### src/rtl/logits_sequencer.sv
// Collects DIM signed logits, hands the vector to an argmax engine, holds the class index.
// Optional LOGITS_SEQ_WDOG_EN adds a WAIT watchdog that reports a timeout via res_err.
module logits_sequencer #(
  parameter int DATA_WIDTH  = 16,
  parameter int DIM         = 10,
  parameter int IDXW        = (DIM <= 1) ? 1 : $clog2(DIM),
  parameter int WDOG_CYCLES = 1024
) (
  input  logic                         clk,
  input  logic                         reset,
  input  logic                         in_valid,
  input  logic signed [DATA_WIDTH-1:0] in_data,
  output logic                         in_ready,
  output logic                         am_start,
  output logic signed [DATA_WIDTH-1:0] am_vec [0:DIM-1],
  input  logic        [IDXW-1:0]       am_idx,
  input  logic                         am_done,
  output logic                         res_valid,
  output logic        [IDXW-1:0]       res_idx,
  output logic                         res_err,
  input  logic                         res_ready,
  output logic                         busy
);

  typedef enum logic [1:0] {
    COLLECT,
    START,
    WAIT,
    RESULT
  } state_t;

  localparam logic [IDXW-1:0] LAST = IDXW'(DIM - 1);

  state_t                       state_q, state_d;
  logic        [IDXW-1:0]       cnt_q, cnt_d;
  logic signed [DATA_WIDTH-1:0] vec_q [0:DIM-1];
  logic signed [DATA_WIDTH-1:0] vec_d [0:DIM-1];
  logic        [IDXW-1:0]       res_idx_q, res_idx_d;

`ifdef LOGITS_SEQ_WDOG_EN
  localparam int WDW = $clog2(WDOG_CYCLES + 1);
  localparam logic [WDW-1:0] WDOG_LIM = WDW'(WDOG_CYCLES);

  logic           res_err_q, res_err_d;
  logic [WDW-1:0] wdog_q, wdog_d;
`endif

  always_comb begin
    state_d   = state_q;
    cnt_d     = cnt_q;
    vec_d     = vec_q;
    res_idx_d = res_idx_q;
`ifdef LOGITS_SEQ_WDOG_EN
    res_err_d = res_err_q;
    wdog_d    = wdog_q;
`endif
    unique case (state_q)
      COLLECT: begin
        if (in_valid) begin
          vec_d[cnt_q] = in_data;
          if (cnt_q == LAST) begin
            cnt_d   = '0;
            state_d = START;
          end else begin
            cnt_d = cnt_q + 1'b1;
          end
        end
      end
      START: begin
        state_d = WAIT;
`ifdef LOGITS_SEQ_WDOG_EN
        wdog_d = '0;
`endif
      end
      WAIT: begin
        // A real completion wins over a timeout landing in the same cycle.
        if (am_done) begin
          res_idx_d = am_idx;
          state_d   = RESULT;
`ifdef LOGITS_SEQ_WDOG_EN
          res_err_d = 1'b0;
        end else if (wdog_q == WDOG_LIM) begin
          res_idx_d = '0;
          res_err_d = 1'b1;
          state_d   = RESULT;
        end else begin
          wdog_d = wdog_q + 1'b1;
`endif
        end
      end
      RESULT: begin
        if (res_ready) state_d = COLLECT;
      end
      default: state_d = COLLECT;
    endcase
  end

  always_ff @(posedge clk) begin
    if (reset) begin
      state_q   <= COLLECT;
      cnt_q     <= '0;
      res_idx_q <= '0;
      for (int i = 0; i < DIM; i++) vec_q[i] <= '0;
`ifdef LOGITS_SEQ_WDOG_EN
      res_err_q <= 1'b0;
      wdog_q    <= '0;
`endif
    end else begin
      state_q   <= state_d;
      cnt_q     <= cnt_d;
      res_idx_q <= res_idx_d;
      vec_q     <= vec_d;
`ifdef LOGITS_SEQ_WDOG_EN
      res_err_q <= res_err_d;
      wdog_q    <= wdog_d;
`endif
    end
  end

  assign in_ready  = (state_q == COLLECT);
  assign am_start  = (state_q == START);
  assign res_valid = (state_q == RESULT);
  assign busy      = !((state_q == COLLECT) && (cnt_q == '0));
  assign res_idx   = res_idx_q;
  assign am_vec    = vec_q;

`ifdef LOGITS_SEQ_WDOG_EN
  assign res_err = res_err_q;
`else
  assign res_err = 1'b0;
`endif

endmodule
### config.mk
export PLATFORM = sky130hd
export DESIGN_NAME = logits_sequencer
export DESIGN_NICKNAME = d
export VERILOG_FILES = /design/src/rtl/logits_sequencer.sv
export SDC_FILE = /design/constraint.sdc
export NUM_CORES = 1
export LEC_CHECK = 0
export ABC_CLOCK_PERIOD_IN_PS = 4500
export BUFFER_PORTS_ARGS = -buffer_cell sky130_fd_sc_hd__buf_2
export CAP_MARGIN = 5
export CORE_ASPECT_RATIO = 0.6
export CORE_MARGIN = 2
export CORE_UTILIZATION = 50
export DETAILED_ROUTE_END_ITERATION = 8
export GPL_ROUTABILITY_DRIVEN = 0
export HOLD_SLACK_MARGIN = 0.15
export PLACE_DENSITY = 0.83
export SYNTH_ARGS = -nofsm -noshare
export SYNTH_HDL_FRONTEND = slang
export SYNTH_SLANG_ARGS = --single-unit
export TNS_END_PERCENT = 30
### constraint.sdc
create_clock -name clk -period 4.5 [get_ports clk]
set_input_delay 1.125 -clock clk [delete_from_list [all_inputs] [get_ports clk]]
set_output_delay 1.125 -clock clk [all_outputs]
set_load 0.005 [all_outputs]
=== Word level (Yosys, flattened, before mapping) ===
Index checks and enable logic that the tools add are counted.

* Flip-flop bits (word level): 170
* Bits of input ports: 25
* Output and inout bits: 169

* Add/sub/neg operators: 1
* Order comparisons: 2
* Equality and inequality tests: 8
* Multiplexer cells: 9
* Bitwise logic cells: 1
* Reductions and logical operators: 8

{| class="wikitable"
|+ Operators with widths
! cell !! count
|-
| bitwise mux 160 bit || 1
|-
| demux 16 bit (select 4 bit) || 1
|-
| two-way mux 16 bit || 1
|-
| two-way mux 2 bit || 4
|-
| case mux 2 bit (4 select lines) || 1
|-
| greater-or-equal comparator 5 bit (second input constant) || 1
|-
| < comparator 5 x 1 -> 1 bit (second input constant) || 1
|-
| inverter 4 -> 5 bit || 1
|-
| adder 4 x 1 -> 4 bit (second input constant) || 1
|-
| == test 2 bit (second input constant) || 2
|-
| == test 4 bit (second input constant) || 1
|-
| logical NOT 4 bit || 1
|-
| two-way mux 4 bit || 1
|-
| inequality test 2 x 1 -> 1 bit (second input constant) || 2
|-
| inequality test 2 bit (second input constant) || 2
|-
| AND reduction 2 bit || 2
|-
| AND reduction 4 bit || 1
|-
| == test 2 x 1 -> 1 bit (second input constant) || 1
|-
| logical AND 1 bit || 2
|-
| logical NOT 2 bit || 1
|-
| logical NOT 1 bit || 1
|}

=== Depth between registers and ports, before layout ===
* Word-level depth: 6
* Mapped depth: 9

=== Worst setup path after synthesis ===
No wires, ideal clock.

* Path kind: input-to-reg
* From: in in_valid
* To: reg vec_q, in the netlist am_vec[117]
* Setup time: 132 ps
* Arrival time: 2,282 ps
* Data required time: 4,368 ps
* Setup slack: 2,086 ps
* Cell stages on the path: 7
* Cells stage by stage: buf_2 nand3_2 or4_1 clkbuf_1 buf_2 nand2_1 a21oi_1

* Longest elaborated chain between the ends: 1

{| class="wikitable"
|+ RTL lines
! what !! line !! text
|-
| start: declaration || 11 || <nowiki>input logic in_valid,</nowiki>
|-
| AND reduction 2 bit (no line) || - ||
|-
| end signal: assignment || 112 || <nowiki>vec_q <= vec_d;</nowiki>
|-
| end: declaration || 36 || <nowiki>logic signed [DATA_WIDTH-1:0] vec_q [0:DIM-1];</nowiki>
|}

No other way between the ends.
A chain may end at the register's enable or synchronous reset.

=== Worst setup path after layout ===
* From: reg cnt_q[0]
* To: out busy

* Longest elaborated chain between the ends: 3

{| class="wikitable"
|+ RTL lines
! what !! line !! text
|-
| start: declaration || 35 || <nowiki>logic [IDXW-1:0] cnt_q, cnt_d;</nowiki>
|-
| start signal: assignment || 110 || <nowiki>cnt_q <= cnt_d;</nowiki>
|-
| logical NOT 4 bit || 123 || <nowiki>assign busy = !((state_q == COLLECT) && (cnt_q == '0));</nowiki>
|-
| logical AND 1 bit || 123 ||
|-
| logical NOT 1 bit || 123 ||
|-
| end: declaration || 22 || <nowiki>output logic busy</nowiki>
|}

No other way between the ends.

==> results.py <==
metrics = {
    "floorplanning": {
        "coreArea_um2": 12140,
        "rows": 31,
        "dieHeight_um": 90.81,
        "die_area_um2": 13500,
        "io-pin-count": 194,
        "die_w_um": 148.7,
        "start_util_pct": 51.73,
    },
    "sta": {
        "fmaxAchievable_mhz": 360.7,
        "finalSetupViolCount": 0,
        "fin_crit_sh_pct": 61.61,
        "worst_slew_margin_rel_pct": 30.01,
        "finalHoldViolCount": 0,
        "maxSlewViolCount": 0,
        "rsz0062_at_grt": "no",
        "finClkSkew_ns": 0.009734,
        "tightest_slew_ns": 1.044,
        "fin_setup_tns_ns": 0,
        "period_needed_ns": 2.772,
    },
    "clock_tree": {
        "cts_resized": 0,
        "cts_buffers": 17,
        "cts_buffer_depth": 2,
        "cts.sinks": 170,
        "cts_tree": "built",
        "cts_hold_buf": 0,
        "cts-root-buf": "clkbuf_16",
        "clk_latency_ns": 0.42,
        "htreeDepth": 4,
        "path_clk_slew_ns": 0.07,
        "post_cts_buffers": 0,
    },
    "worst_setup_path": {
        "crit_slowest_cell": "dfxtp_1",
        "required_ns": 3.38,
        "cp_max_fo": 17,
        "cp_cell_sequence": "nor2_1 > nand3_1 > buf_2",
        "critPathBufInv": 1,
        "arrival_ns": 1.65,
        "cpPeakStageDelay_ns": 0.85,
        "crit_path_start_kind": "flip-flop",
        "path_class": "flip-flop to output port",
        "path_delay_family": "flip-flops",
        "cp-end-kind": "output port",
    },
    "grt": {
        "grt_max_degree": 73,
        "overflow": 0,
        "grt_pass1_vias": 5108,
        "grt_usage_pct": 27.48,
        "grt_pass1_wl_um": 28450,
        "antenna_found_initial": 0,
    },
    "layout": {
        "syn2layout_area_growth_pct": 22.91,
        "drive_gt1_share_pct": 25.40,
        "most-common-layout-cells": "nand2_1, buf_2, dfxtp_1, a21oi_1, nor2_1",
        "num_antenna_cells": 0,
        "fin_area_um2": 7719,
        "final_nets": 955,
        "nFillCells": 1068,
        "instances_no_fill": 1102,
        "mostFrequentLayoutCell": "nand2_1",
    },
    "drt": {
        "drc": 0,
        "via_per_inst": 5.227,
        "vias": 5760,
        "ant_nets": 0,
        "wirelength_um": 18600,
        "drtPass1Iterations": 5,
        "drt_iter0_markers": 389,
        "wl_per_cell_um": 16.88,
    },
    "pwr": {
        "pwr-share-comb_pct": 5.8,
        "p_switching_uw": 757.5,
        "power_frac_clock_pct": 44.2,
        "seq_power_share_pct": 50.0,
        "internal-power_uw": 2348,
        "cellPowerDensity_nw_per_um2": 402.3,
        "p_total_uw": 3105,
        "leakagePower_uw": 0.003216,
        "swShare_pct": 24.39,
        "irDropWorstVdd_mv": 0.2360,
    },
    "logic_synthesis": {
        "yosys.area.top_type_share_pct": 54.19,
        "yosys_warnings": 0,
        "synth.area.top_cells": "dfxtp_1, nand2_1, a21oi_1, mux2i_1, clkbuf_1",
        "ys_seq_area_share_pct": 54.19,
        "ys_seq_elements": 170,
        "synthesis.nets": 809,
        "netlist_area_um2": 6280,
        "synth_edf_count": 0,
        "synth_area_per_cell_um2": 8.061,
        "synth_top_flop_cell": "dfxtp_1",
        "synth_cells": 779,
        "yosysTopAreaCell": "dfxtp_1",
        "async_flop_share_pct": 0,
        "ys_types": 38,
    },
    "place": {
        "placed_area_um2": 7171,
        "dp.cells": 1071,
        "io_buffers": 192,
        "post-dp-hpwl_um": 12260,
    },
    "run_status": {
        "status": "finished, final reports clean",
    },
    "min_path": {
        "hp-class": "flip-flop to flip-flop",
    },
    "run": {
        "max-cap-violations": 0,
    },
}
[cell type report]
cell class	count	area, um2	share of cell area (%)
Sequential cell	170	3403	44.09
Multi-Input combinational cell	536	2556	33.12
Timing Repair Buffer	195	985.9	12.77
Clock buffer	19	432.9	5.609
Tap cell	165	206.4	2.675
Clock inverter	12	115.1	1.491
Inverter	5	18.77	0.2432
[layer usage]
layer | global-route usage [%] | routed length (um) | vias to the layer above
li1 | - | - | 2806
met1 | 39.95 | 8462 | 2694
met2 | 39.54 | 7890 | 245
met3 | 9.293 | 2065 | 15
met4 | 5.714 | 182 | 0
met5 | 0 | 0 | -
[Yosys cell counts, drive strengths merged (5+ instances only)]
cell / instances
buf: 26
nand3: 9
dfxtp: 170
a21oi: 151
ha: 5
nand2: 297
nor2: 24
nor3: 5
inv: 5
mux2i: 17
clkbuf: 42
[power by group through the flow]
| stage | combinational [uW] | clock (uW) | sequential (uW) |
|---|---|---|---|
| final | 181 | 1370 | 1550 |
| after floorplan | 110 | 0 | 1580 |
| after CTS | 180 | 1390 | 1550 |
| after global routing | 197 | 1460 | 1550 |
| after detailed placement | 180 | 0 | 1590 |
| after global placement | 178 | 0 | 1580 |
[path summary, 6_finish.rpt]
kind | startpoint | to | slack, ns | depth (start not counted)
setup / recovery | cnt_q[0] | busy | 1.73 | 3
hold reg to reg | am_vec[158] | am_vec[158] | 0.45 | 2
hold / removal | am_vec[158] | am_vec[158] | 0.45 | 2
setup reg to reg | state_q[0] | am_vec[86] | 2.08 | 6
[cells by family (layout without fill, tap and decap cells)]
logic type	after synthesis	in the layout	share of synthesized area [%]
muxes	17	17	2.710
DFF	170	170	54.19
buffers and inverters	73	231	5.101
xor gates and xnor gates	2	2	0.2790
other	1	1	0.05972
and+or+nand+nor	356	356	24.15
adders and majority gates	5	5	0.9962
AOI/OAI and AO/OA	155	155	12.51
[flip-flops by register name, summed over array words and instances, names as in the netlist]
signal / cells
am_vec: 160
cnt_q: 4
state_q: 2
res_idx: 4
[through the flow]
stage               setup slack [ns]  utilization, %  hold slack [ns]
global route                   1.588           63.58           0.4682
global placement               1.775           59.06           0.4380
detailed placement             1.722           59.06           0.4435
CTS                            1.719           63.58           0.4526
floorplan                      2.086               -           0.4527
finish                         1.728           63.58           0.4521
[worst min-delay path: cells and delay by family, from the launching register on]
kind               cells  cell delay [ns]
DFF                    1             0.31
AOI/OAI and AO/OA      1             0.05
and+or+nand+nor        1             0.05
Note: power is estimated with default switching activity, not from simulation.
